### config.mk
export PLATFORM = sky130hd
export DESIGN_NAME = bus_arbiter
export DESIGN_NICKNAME = d
export VERILOG_FILES = /design/src/rtl/bus_arbiter.sv
export SDC_FILE = /design/constraint.sdc
export NUM_CORES = 1
export LEC_CHECK = 0
export CORE_UTILIZATION = 38
export CTS_CLUSTER_DIAMETER = 120
export DETAILED_ROUTE_END_ITERATION = 6
export HOLD_SLACK_MARGIN = 0.05
export PLACE_DENSITY = 0.77
export SYNTH_ARGS = -nofsm -noshare
export SYNTH_HDL_FRONTEND = slang
export SYNTH_SLANG_ARGS = --single-unit
### constraint.sdc
create_clock -name clk -period 2.2 [get_ports clk]
set_clock_uncertainty 0.15 [all_clocks]
set_input_delay 0.22 -clock clk [delete_from_list [all_inputs] [get_ports clk]]
set_output_delay 0.22 -clock clk [all_outputs]
set_load 0.05 [all_outputs]
### src/rtl/bus_arbiter.sv
// Round-robin arbiter for the shared memory-mapped bus: grants one requester,
// runs a single access with decode-miss and timeout handling, then acks it.
module bus_arbiter #(
    parameter int          N_REQ   = 2,
    parameter int          ADDR_W  = 16,
    parameter int          DATA_W  = 16,
    parameter int          TIMEOUT = 16,
    parameter logic [2:0]  DNONE   = 3'd7
) (
    input  logic                      clk,
    input  logic                      rst,
    input  logic [N_REQ-1:0]          req,
    input  logic [N_REQ-1:0]          req_we,
    input  logic [N_REQ*ADDR_W-1:0]   req_addr,
    input  logic [N_REQ*DATA_W-1:0]   req_wdata,
    output logic [N_REQ-1:0]          gnt,
    output logic [N_REQ-1:0]          ack,
    output logic                      err,
    output logic [DATA_W-1:0]         rdata,
    output logic                      busy,
    output logic                      bus_rd,
    output logic                      bus_wr,
    output logic [ADDR_W-1:0]         bus_addr,
    output logic [DATA_W-1:0]         bus_wdata,
    input  logic                      hit,
    input  logic [2:0]                did,
    input  logic                      dev_ready,
    input  logic [DATA_W-1:0]         dev_rdata
);
    localparam int PW = (N_REQ > 1) ? $clog2(N_REQ) : 1;
    localparam int TW = $clog2(TIMEOUT + 1);
    localparam logic [TW-1:0] TLAST = TW'(TIMEOUT - 1);

    typedef enum logic [1:0] {IDLE, ACCESS, WAIT, RESP} state_t;

    state_t          state, state_nx;
    logic [PW-1:0]   ptr, win, win_nx;
    logic            found, we, miss;
    logic [TW-1:0]   timer;

    // First requester at or after ptr, wrapping around.
    always_comb begin
        win_nx = ptr;
        found  = 1'b0;
        for (int k = 0; k < N_REQ; k++) begin
            if (!found && req[(int'(ptr) + k) % N_REQ]) begin
                found  = 1'b1;
                win_nx = PW'((int'(ptr) + k) % N_REQ);
            end
        end
    end

    assign miss = !hit || (did == DNONE);

    always_comb begin
        state_nx = state;
        case (state)
            IDLE:    if (found) state_nx = ACCESS;
            ACCESS:  state_nx = miss ? RESP : WAIT;
            WAIT:    if (dev_ready || timer == TLAST) state_nx = RESP;
            RESP:    state_nx = IDLE;
            default: state_nx = IDLE;
        endcase
    end

    always_ff @(posedge clk or posedge rst) begin
        if (rst) begin
            state     <= IDLE;
            ptr       <= '0;
            win       <= '0;
            we        <= 1'b0;
            timer     <= '0;
            err       <= 1'b0;
            rdata     <= '0;
            bus_addr  <= '0;
            bus_wdata <= '0;
        end else begin
            state <= state_nx;
            case (state)
                IDLE: begin
                    if (found) begin
                        win       <= win_nx;
                        we        <= req_we[win_nx];
                        bus_addr  <= req_addr[int'(win_nx)*ADDR_W +: ADDR_W];
                        bus_wdata <= req_wdata[int'(win_nx)*DATA_W +: DATA_W];
                    end
                end
                ACCESS: begin
                    timer <= '0;
                    if (miss) begin
                        err   <= 1'b1;
                        rdata <= '0;
                    end
                end
                WAIT: begin
                    // dev_ready takes priority over an expiring timer
                    if (dev_ready) begin
                        err   <= 1'b0;
                        rdata <= we ? '0 : dev_rdata;
                    end else if (timer == TLAST) begin
                        err   <= 1'b1;
                        rdata <= '0;
                    end else begin
                        timer <= timer + TW'(1);
                    end
                end
                RESP: ptr <= (win == PW'(N_REQ - 1)) ? '0 : win + PW'(1);
                default: ;
            endcase
        end
    end

    always_comb begin
        gnt = '0;
        ack = '0;
        for (int i = 0; i < N_REQ; i++) begin
            gnt[i] = (state != IDLE) && (win == PW'(i));
            ack[i] = (state == RESP) && (win == PW'(i));
        end
    end

    assign busy   = (state != IDLE);
    assign bus_rd = (state == ACCESS || state == WAIT) && !we;
    assign bus_wr = (state == ACCESS || state == WAIT) && we;

endmodule

==> run metrics <==
status finished, final reports clean; slowest CP cell dfrtp_1; #FFs+latches synth 59; all-layer global routing usage 22.5%; dpl cells 575; commonest non-fill, non-tap cell in the layout clkdlybuf4s50_1; RSZ-0062 raised after global routing no; final WL 9800 um; vias per inst 5.53; WP buf/inv 0; placement row count 33; clock tree sinks 59; Num CTS Buffers 9; initial antenna violation count 0; fin nets 580; max cap viols 0; Clock transition at path regs 0.08 ns; drc violations 0; I/O pins 147; CP Launch Type flip-flop; register area 1480 um^2; Cells after Synth 341; Critical Path RT 2.27 ns; Arrival @ worst endpoint 2.19 ns; Slew headroom 60.3%; Fin. Hold Viols 0; Skew-Pair Late Insertion Delay 0.34 ns; post-synthesis instance area 3240 um^2; hpwl dp 6850 um; CTS Root Cell clkbuf_8; Clock power frac approximately 16%; Synth Area in Compound Gates around 22%; WHS 0.272 ns; first-pass GRT wire length between 15000 and 20000 um; chip height 94.3 um; xor/xnor cell area share of the yosys netlist 0%; largest family of logic cells by synthesized area compound AO/OA/AOI/OAI gates; die area 8890 um^2; pin slew with the least headroom to its limit between 0.5 and 0.6 ns; multiplexer area fraction after synthesis ~5.6%; internal power 3.93 mW; crit path cell chain ha_2 > and3_1 > ha_2 > or2_2 > or2_2 > a311o_1; Core Area 8220 um^2; f_max 472 MHz; vias in the first global route 3159; CTS Buffer Depth 2; 1st-pass router iterations 4; Placer Congestion 0.809; largest fanout on the critical path 3; antenna viol nets, final 0; CTS HTree Levels 3; cell leakage power 2.12 nW; synth-to-layout area growth 58.9%; PwrDens 1490 nW/um^2; Fin Setup TNS 0 ns; synth unique cells 38; largest net degree at the start of global routing 35; Seq pwr share about a quarter; CP endpoint kind flip-flop; crit-path leading delay family simple AND/OR/NAND/NOR gates; Fillers 681; wire per inst 16.5 um; Post-Synth Simple-Gate Area 15.9%; Synth Area in Adders 2.32%; Diodes inserted 0; multi-input logic area 1510 um^2; CP Class reg2reg; PortBufs 146; Critical Path Max Stage Delay ~0.4 ns; Mapped Nets 438; Initial Utilization 39.4%; global route overflow 0; Finished Layout Cells 593; via count about 3300; worst min path class in2reg; CTS tree yes; Pwr Total 7.65 mW; post-synthesis sequential area ratio a little under half; Initial DRC Count 112; Tcrit/Tclk final 96.2%; Syn Area/Cell 9.49 um^2; VDD IR max 741 uV; Final setup viols 0; Die W 94.3 um; layout cells sized above 1 a little under an eighth; Final min period between 2 and 2.5 ns; Yosys Warn Count 0; most frequent cells in the layout 139 x clkdlybuf4s50_1, 66 x o2111ai_1, 59 x dfrtp_1; Slew Limit Fails 0; switching share of power 48.6%; Psw between 3 and 4 mW; combinational share of power 60.4%
## metrics by stage
stage	cell area (um^2)	worst slack, ns	utilization [%]
final	5140	0.0830	62.6
after CTS	5130	0.00625	62.4
after floorplan	3240	0.0160	-
after detailed placement	4870	0.0329	59.3
after global placement	4870	0.0849	59.3
after global routing	5140	0.00566	62.6
## power groups by stage
stage / Sequential [mW] / Clock (mW) / Combinational (mW)
after floorplan: 3.05 / 0 / 1.79
after global placement: 1.81 / 0 / 4.54
after detailed placement: 1.81 / 0 / 4.62
after CTS: 1.81 / 1.26 / 4.63
after global routing: 1.85 / 1.31 / 4.90
final: 1.80 / 1.23 / 4.62
## what timing repair did
| item | CTS | global route |
|---|---|---|
| resized for setup | 0 | 2 |
| endpoints found under the hold margin | 5 | 0 |
| setup buffers | 0 | 1 |
| endpoints found under the setup margin | 0 | 19 |
| hold buffers | 1 | 0 |
## routing by layer
layer,track usage (%),routed length [um],vias up
met5,0,0,-
met4,9.36,253,0
met2,36.2,4710,144
li1,-,-,1561
met1,28.4,4130,1553
met3,5.83,706,20
## synthesized netlist by cell type
cell type / instances / area share (%)
and3b_1: 1 / 0.27
a211oi_1: 1 / 0.23
ha_1: 6 / 2.3
a22oi_1: 2 / 0.46
o21ai_0: 1 / 0.15
nor3b_4: 1 / 0.58
o22ai_1: 3 / 0.58
clkinv_1: 1 / 0.12
o32a_1: 1 / 0.31
or3b_2: 1 / 0.27
o22a_2: 1 / 0.31
a21boi_0: 2 / 0.46
nand2_1: 53 / 6.1
or2_2: 2 / 0.39
nor3b_1: 1 / 0.23
a311oi_4: 1 / 0.81
dfrtp_1: 59 / 46
and3_1: 2 / 0.39
mux2i_1: 17 / 5.3
a21oi_1: 2 / 0.31
a31oi_1: 1 / 0.19
nand3b_1: 1 / 0.23
nand3_1: 35 / 5.4
nor2b_1: 5 / 0.97
nor4_1: 1 / 0.19
mux2_2: 1 / 0.35
a311o_1: 1 / 0.31
buf_1: 7 / 0.81
and2_1: 2 / 0.39
o21ai_1: 1 / 0.15
nor2_1: 4 / 0.46
buf_8: 1 / 0.46
o21bai_1: 1 / 0.23
buf_6: 1 / 0.35
inv_1: 27 / 3.1
clkbuf_1: 27 / 3.1
o2111ai_1: 66 / 18
buf_2: 1 / 0.15
## worst min-delay path: cells and delay by family
family	cells	cell delay, ns
buffers and inverters	1	0.40
AND/OR/NAND/NOR	1	0.06
multiplexers	1	0.05
## kinds of logic after synthesis
group,Yosys count
flops,59
fa+ha+maj,6
simple gates,109
compound gates,84
mux,18
buf+inv,65
## area by class of cell
class                      instances  share of cell area, %
clock inverter                     7                   2.41
sequential                        59                   28.7
clock buffer                       9                   2.41
timing repair buffer             168                   32.6
inverter                          28                   2.04
tap                              105                   2.55
multi-input combinational        217                   29.3
## state kept, by name, indices dropped and copies added (netlist names)
register and cells:
bus_addr 16, state 2, rdata 16, we 1
win 1, ptr 1, bus_wdata 16, timer 5
err 1
## path summary, 6_finish.rpt
path,end,startpoint,cells past startpoint,slack [ns]
max,timer[3],timer[0],6,0.08
min,rdata[8],dev_rdata[8],3,0.27
max reg2reg,timer[3],timer[0],6,0.08
min reg2reg,bus_addr[10],bus_addr[10],2,0.34
max in group asynchronous,rdata[5],rst,4,0.79
min in group asynchronous,bus_addr[3],rst,3,0.60
Note: power is estimated with default switching activity, not from simulation.
